File: config.mk
export PLATFORM = sky130hd
export DESIGN_NAME = spi_initiator
export DESIGN_NICKNAME = d
export VERILOG_FILES = /design/src/rtl/spi_initiator_pkg.sv /design/src/rtl/spi_initiator_clk_div.sv /design/src/rtl/spi_initiator.sv
export SDC_FILE = /design/constraint.sdc
export NUM_CORES = 1
export LEC_CHECK = 0
export ABC_AREA = 1
export BUFFER_PORTS_ARGS = -buffer_cell sky130_fd_sc_hd__buf_4
export CORE_UTILIZATION = 56
export CTS_CLUSTER_SIZE = 10
export DETAILED_ROUTE_END_ITERATION = 8
export PLACE_DENSITY = 0.89
export SKIP_LAST_GASP = 1
export SYNTH_ARGS = -nofsm -noshare
export SYNTH_HDL_FRONTEND = slang
export SYNTH_SLANG_ARGS = --single-unit
File: constraint.sdc
create_clock -name CLK -period 1.8 [get_ports CLK]
set_input_delay 0.18 -clock CLK [delete_from_list [all_inputs] [get_ports CLK]]
set_output_delay 0.18 -clock CLK [all_outputs]
set_load 0.01 [all_outputs]
File: src/rtl/spi_initiator_pkg.sv
// Shared SPI initiator constants: FSM state encoding, default parameters,
// and a small helper that sizes the phase counter.
package spi_initiator_pkg;

    localparam int unsigned DEF_WORD_BITS = 64;
    localparam int unsigned DEF_CLK_DIV   = 4;
    localparam int unsigned DEF_CS_SETUP  = 2;
    localparam int unsigned DEF_CS_HOLD   = 2;

    typedef enum logic [2:0] {
        ST_IDLE   = 3'd0,
        ST_SETUP  = 3'd1,
        ST_SCK_LO = 3'd2,
        ST_SCK_HI = 3'd3,
        ST_HOLD   = 3'd4
    } spi_state_e;

    // Longest of the three phase lengths, used to size the phase counter.
    function automatic int unsigned max3(input int unsigned a,
                                         input int unsigned b,
                                         input int unsigned c);
        int unsigned m;
        m = (a > b) ? a : b;
        return (m > c) ? m : c;
    endfunction

endpackage

File: src/rtl/spi_initiator_clk_div.sv
// Phase counter for the SPI initiator.
// Ports: CLK/resetn clock and async active-low reset; load reloads the
// counter with load_val (phase length minus one); tick_c is high in the
// last cycle of the current phase.
module spi_clk_div
    import spi_initiator_pkg::*;
#(
    parameter int unsigned CNT_W = $clog2(DEF_CLK_DIV + 1)
) (
    input  logic             CLK,
    input  logic             resetn,
    input  logic             load,
    input  logic [CNT_W-1:0] load_val,
    output logic             tick_c
);

    logic [CNT_W-1:0] cnt_q;

    // Down-counter: reloaded on every phase change, parks at zero.
    always_ff @(posedge CLK or negedge resetn) begin
        if (!resetn) begin
            cnt_q <= '0;
        end else if (load) begin
            cnt_q <= load_val;
        end else if (cnt_q != '0) begin
            cnt_q <= cnt_q - CNT_W'(1);
        end
    end

    assign tick_c = (cnt_q == '0);

endmodule

File: src/rtl/spi_initiator.sv
// SPI mode-0 initiator: one WORD_BITS word per transfer, MSB first,
// full duplex.
// Ports: CLK/resetn clock and async active-low reset; tx_data/tx_valid/
// tx_ready accept a word in IDLE; rx_data/rx_valid return the received
// word; busy is high outside IDLE; SCK/CS/COPI/CIPO are the SPI pins.
module spi_initiator
    import spi_initiator_pkg::*;
#(
    parameter int unsigned WORD_BITS = DEF_WORD_BITS,
    parameter int unsigned CLK_DIV   = DEF_CLK_DIV,
    parameter int unsigned CS_SETUP  = DEF_CS_SETUP,
    parameter int unsigned CS_HOLD   = DEF_CS_HOLD
) (
    input  logic                 CLK,
    input  logic                 resetn,
    input  logic [WORD_BITS-1:0] tx_data,
    input  logic                 tx_valid,
    output logic                 tx_ready,
    output logic [WORD_BITS-1:0] rx_data,
    output logic                 rx_valid,
    output logic                 busy,
    output logic                 SCK,
    output logic                 CS,
    output logic                 COPI,
    input  logic                 CIPO
);

    localparam int unsigned BCNT_W = $clog2(WORD_BITS + 1);
    localparam int unsigned DIV_W  = $clog2(max3(CLK_DIV, CS_SETUP, CS_HOLD) + 1);

    spi_state_e           state_q, state_d;
    logic [BCNT_W-1:0]    bit_cnt_q, bit_cnt_d;
    logic [WORD_BITS-1:0] tx_sh_q, tx_sh_d;
    logic [WORD_BITS-1:0] rx_sh_q, rx_sh_d;
    logic [WORD_BITS-1:0] rx_data_d;
    logic                 rx_valid_d, copi_d;
    logic                 accept_c, words_done_c, tick_c, div_load_c;
    logic [DIV_W-1:0]     div_val_c;

    assign accept_c     = tx_valid && tx_ready;
    assign words_done_c = (bit_cnt_q == BCNT_W'(WORD_BITS));

    spi_clk_div #(
        .CNT_W (DIV_W)
    ) u_clk_div (
        .CLK      (CLK),
        .resetn   (resetn),
        .load     (div_load_c),
        .load_val (div_val_c),
        .tick_c   (tick_c)
    );

    // State register.
    always_ff @(posedge CLK or negedge resetn) begin
        if (!resetn) begin
            state_q <= ST_IDLE;
        end else begin
            state_q <= state_d;
        end
    end

    // Next state. After the last sample a final SCK_LO completes the last
    // SCK period before HOLD, so every bit gets a full high/low cycle.
    always_comb begin
        state_d = state_q;
        case (state_q)
            ST_IDLE:   if (accept_c) state_d = ST_SETUP;
            ST_SETUP:  if (tick_c)   state_d = ST_SCK_HI;
            ST_SCK_HI: if (tick_c)   state_d = ST_SCK_LO;
            ST_SCK_LO: if (tick_c)   state_d = words_done_c ? ST_HOLD : ST_SCK_HI;
            ST_HOLD:   if (tick_c)   state_d = ST_IDLE;
            default:                 state_d = ST_IDLE;
        endcase
    end

    // Output/datapath next values; divider reloads on every state change.
    always_comb begin
        tx_sh_d    = tx_sh_q;
        rx_sh_d    = rx_sh_q;
        bit_cnt_d  = bit_cnt_q;
        copi_d     = COPI;
        rx_data_d  = rx_data;
        rx_valid_d = 1'b0;
        div_load_c = (state_d != state_q);
        div_val_c  = '0;

        case (state_d)
            ST_SETUP:             div_val_c = DIV_W'(CS_SETUP - 1);
            ST_SCK_HI, ST_SCK_LO: div_val_c = DIV_W'(CLK_DIV - 1);
            ST_HOLD:              div_val_c = DIV_W'(CS_HOLD - 1);
            default:              div_val_c = '0;
        endcase

        case (state_q)
            ST_IDLE: begin
                if (accept_c) begin
                    tx_sh_d   = tx_data;
                    copi_d    = tx_data[WORD_BITS-1];
                    bit_cnt_d = '0;
                end
            end
            ST_SCK_HI: begin
                if (tick_c) begin
                    rx_sh_d   = {rx_sh_q[WORD_BITS-2:0], CIPO};
                    bit_cnt_d = bit_cnt_q + BCNT_W'(1);
                    if (bit_cnt_q != BCNT_W'(WORD_BITS - 1)) begin
                        tx_sh_d = tx_sh_q << 1;
                        copi_d  = tx_sh_q[WORD_BITS-2];
                    end
                end
            end
            ST_HOLD: begin
                if (tick_c) begin
                    rx_data_d  = rx_sh_q;
                    rx_valid_d = 1'b1;
                end
            end
            default: ;
        endcase
    end

    // Output and datapath registers; pin levels follow the next state.
    always_ff @(posedge CLK or negedge resetn) begin
        if (!resetn) begin
            tx_sh_q   <= '0;
            rx_sh_q   <= '0;
            bit_cnt_q <= '0;
            rx_data   <= '0;
            rx_valid  <= 1'b0;
            tx_ready  <= 1'b0;
            busy      <= 1'b0;
            SCK       <= 1'b0;
            CS        <= 1'b1;
            COPI      <= 1'b0;
        end else begin
            tx_sh_q   <= tx_sh_d;
            rx_sh_q   <= rx_sh_d;
            bit_cnt_q <= bit_cnt_d;
            rx_data   <= rx_data_d;
            rx_valid  <= rx_valid_d;
            tx_ready  <= (state_d == ST_IDLE);
            busy      <= (state_d != ST_IDLE);
            SCK       <= (state_d == ST_SCK_HI);
            CS        <= (state_d == ST_IDLE);
            COPI      <= copi_d;
        end
    end

endmodule

==> results.md <==
* Status: complete, but fails checks
* Failing checks: negative setup slack
* Endpoints failing setup at 1
* Hold Fails Final Rpt at 0
* Total routed wirelength at 21980 um
* Synth Warn # at 0
* Critical Path Start Type: flip-flop
* Register area share after synthesis at 60.62%
* Most frequent cells in the layout: 224 x nand2_1, 209 x dfrtp_1, 153 x buf_4, 139 x o21ai_0, 81 x inv_1
* Final worst slack at -11.72 ps
* Avg Cell Area, Syn at 9.842 um^2
* Critical path class: reg -> reg
* FP Rows at 45
* Top FF cell, synth: dfrtp_1
* LEAKAGE at 5.148 nW
* Register bit total from synthesis at 210
* RSZ-0062 raised after global routing: yes
* Place WS at 28.72 ps
* Num Clock Sinks at 210
* WL per Instance at 17.16 um
* Post-synth top area cell: dfrtp_1
* WP data arrival at 2200 ps
* Vias in the first global route at 7051
* GR peak layer: met2
* Initial antenna violation count at 0
* Ys async rst share at 100.0%
* Storage element area at 0.005256 mm^2
* Synth cell types at 27
* Hold WC Path Type: in -> reg
* Die Wd at 126.4 um
* Met3 usage at 6.031%
* Vias per cell at 5.446
* Cell Area, Synth at 0.008671 mm^2
* Commonest non-fill, non-tap cell in the layout: nand2_1
* Vias at 6976
* Post-route ant nets at 0
* Final HPWL DP at 12170 um
* IO Port Bufs at 137
* Post-Syn Instances at 881
* Starting DRT DRC Count at 519
* Number of flops mapped to enable cells by yosys at 0
* Ranking of synthesized cells by area: dfrtp_1 60%, nand2_1 9.7%, o21ai_0 8.4%
* Reg2Reg Depth at 7
* Clk root buf: clkbuf_16
* Clock Latency Late Sink at 510 ps
* Multi-input gate area at 0.002816 mm^2
* Crit-path max cell delay at 460 ps
* Global-route wire length before repair at 34520 um
* Final GP Congestion at 0.8131
* Total Nets Final at 1155
* Placed cells at 1185
* Worst hold margin at 24.76 ps
* PD cells at 846.7 mW/mm^2
* DRC at 0
* Maxcap violations at 0
* Die Height at 126.4 um
* # diodes at 0
* Grt met1 use at 34.49%
* CTS tree: yes
* Period Utilization, post-route at 100.7%
* Fmax at 552.0 MHz
* GR Layer Usage met2 at 46.47%
* Io pins at 138
* Slew Viols, Final at 0
* Initial Utilization at 57.25%
* Worst-path clk slew at 60 ps
* Total power at 0.009630 W
* Req. time, crit path at 2190 ps
* Crit Path Max Fanout at 18
* Layout Skew at 10.58 ps
* Area of the core at 0.01515 mm^2
* Drt first pass iters at 7
* Largest net degree at the start of global routing at 113
* Worst IR drop on VDD at 0.7221 mV
* Worst path cell trace: nor2_2 > nand3b_1 > nand2_1 > o21ai_4 > buf_12 > buf_16 > o21ai_0
* FILL cells at 917
* Maximum clock insertion buffer count at 3
* Critical-path top delay cell: dfrtp_1
* Max-slew headroom at 62.74%
* Overall routing resource usage at 27.17%
* CTS H-tree depth at 1
* Worst Hold Depth at 3
* Synth top area share at 60.32%
* Setup_tns at -11.72 ps
* Overflow after GRT at 0
* Share of cells above drive strength 1 at 19.76%
* Area grow syn2layout at 31.17%
* Post-Layout Cell Count at 1281
* Mapped Nets at 953
* Slew @ Worst Pin at 558.9 ps
* Total CTS buffers at 25
* Die ar. at 0.01599 mm^2
* Fin crit period at 1812 ps
* Endpoint class of the critical path: flip-flop
-- cells in the mapped netlist (10+ instances only) --
library cell    n
mux2i_1        63
o21ai_0       145
inv_1          82
nand2_1       224
buf_2          13
buf_6          11
buf_4          11
clkbuf_1       13
dfrtp_1       209
o21ai_1        55
nand3_1        10
nor2_1         15
-- logic make-up after synthesis --
logic type	Yosys count	share of synthesized area (%)
and+or+nand+nor	260	11.79
muxes	63	7.273
adders and majority gates	4	0.5772
xor gates and xnor gates	3	0.3031
DFF	210	60.62
buffers and inverters	134	7.417
AOI/OAI and AO/OA	207	12.02
-- sequential cells by signal, indices dropped and copies added (netlist names) --
name and cells:
SCK 1, tx_ready 1, COPI 1, busy 1, state_q 3, tx_sh_q 63, rx_data 64, CS 1
rx_valid 1, bit_cnt_q 7, u_clk_div.cnt_q 3, rx_sh_q 64
-- where the power goes --
group	total (W)	internal (W)	switching (W)	leakage [nW]
registers	0.00474	0.00473	0.00000368	2.87
clock network	0.00455	0.00274	0.00181	0.351
logic	0.000347	0.000191	0.000155	1.93
-- layout make-up --
| cell class | instances | share of cell area (%) |
|---|---|---|
| Clock buffer | 35 | 6.007 |
| Clock inverter | 2 | 0.3410 |
| Inverter | 86 | 2.849 |
| Multi-Input combinational cell | 537 | 24.76 |
| Sequential cell | 210 | 46.22 |
| Tap cell | 188 | 2.068 |
| Timing Repair Buffer | 223 | 17.76 |
-- worst paths after layout --
check                         endpoint         from  slack [ps]
setup / recovery           tx_sh_q[31]   state_q[1]         -10
hold / removal             tx_sh_q[16]  tx_data[16]          20
setup reg to reg           tx_sh_q[31]   state_q[1]         -10
hold reg to reg            rx_data[63]  rx_data[63]         480
max in group asynchronous  rx_data[37]       resetn         880
min in group asynchronous  tx_sh_q[34]       resetn         250
-- timing repair --
action                                  CTS  global route
endpoints found under the hold margin   109             0
resized for setup                         0            17
endpoints found under the setup margin    0           103
buffers inserted                          0             3
hold buffers                             54             0
-- stage by stage --
step,utilization (%),instance area [um^2]
floorplan,-,8671
global placement,65.82,9970
detailed placement,65.82,9970
CTS,74.16,11230
global route,75.09,11370
finish,75.09,11370
-- worst max-delay path, delay by kind of cell (launching register included) --
kind,cells,cell delay [ps]
buffers and inverters,2,310
AND/OR/NAND/NOR,3,550
flip-flops,1,460
AO/OA/AOI/OAI,2,360
-- layer usage --
layer,wire [um],vias up,share of wire (%)
li1,-,3252,-
met1,8851,3341,40
met2,10670,308,49
met3,1729,75,7.9
met4,729,0,3.3
met5,0,-,0
Power figures use the tool's default switching activity.
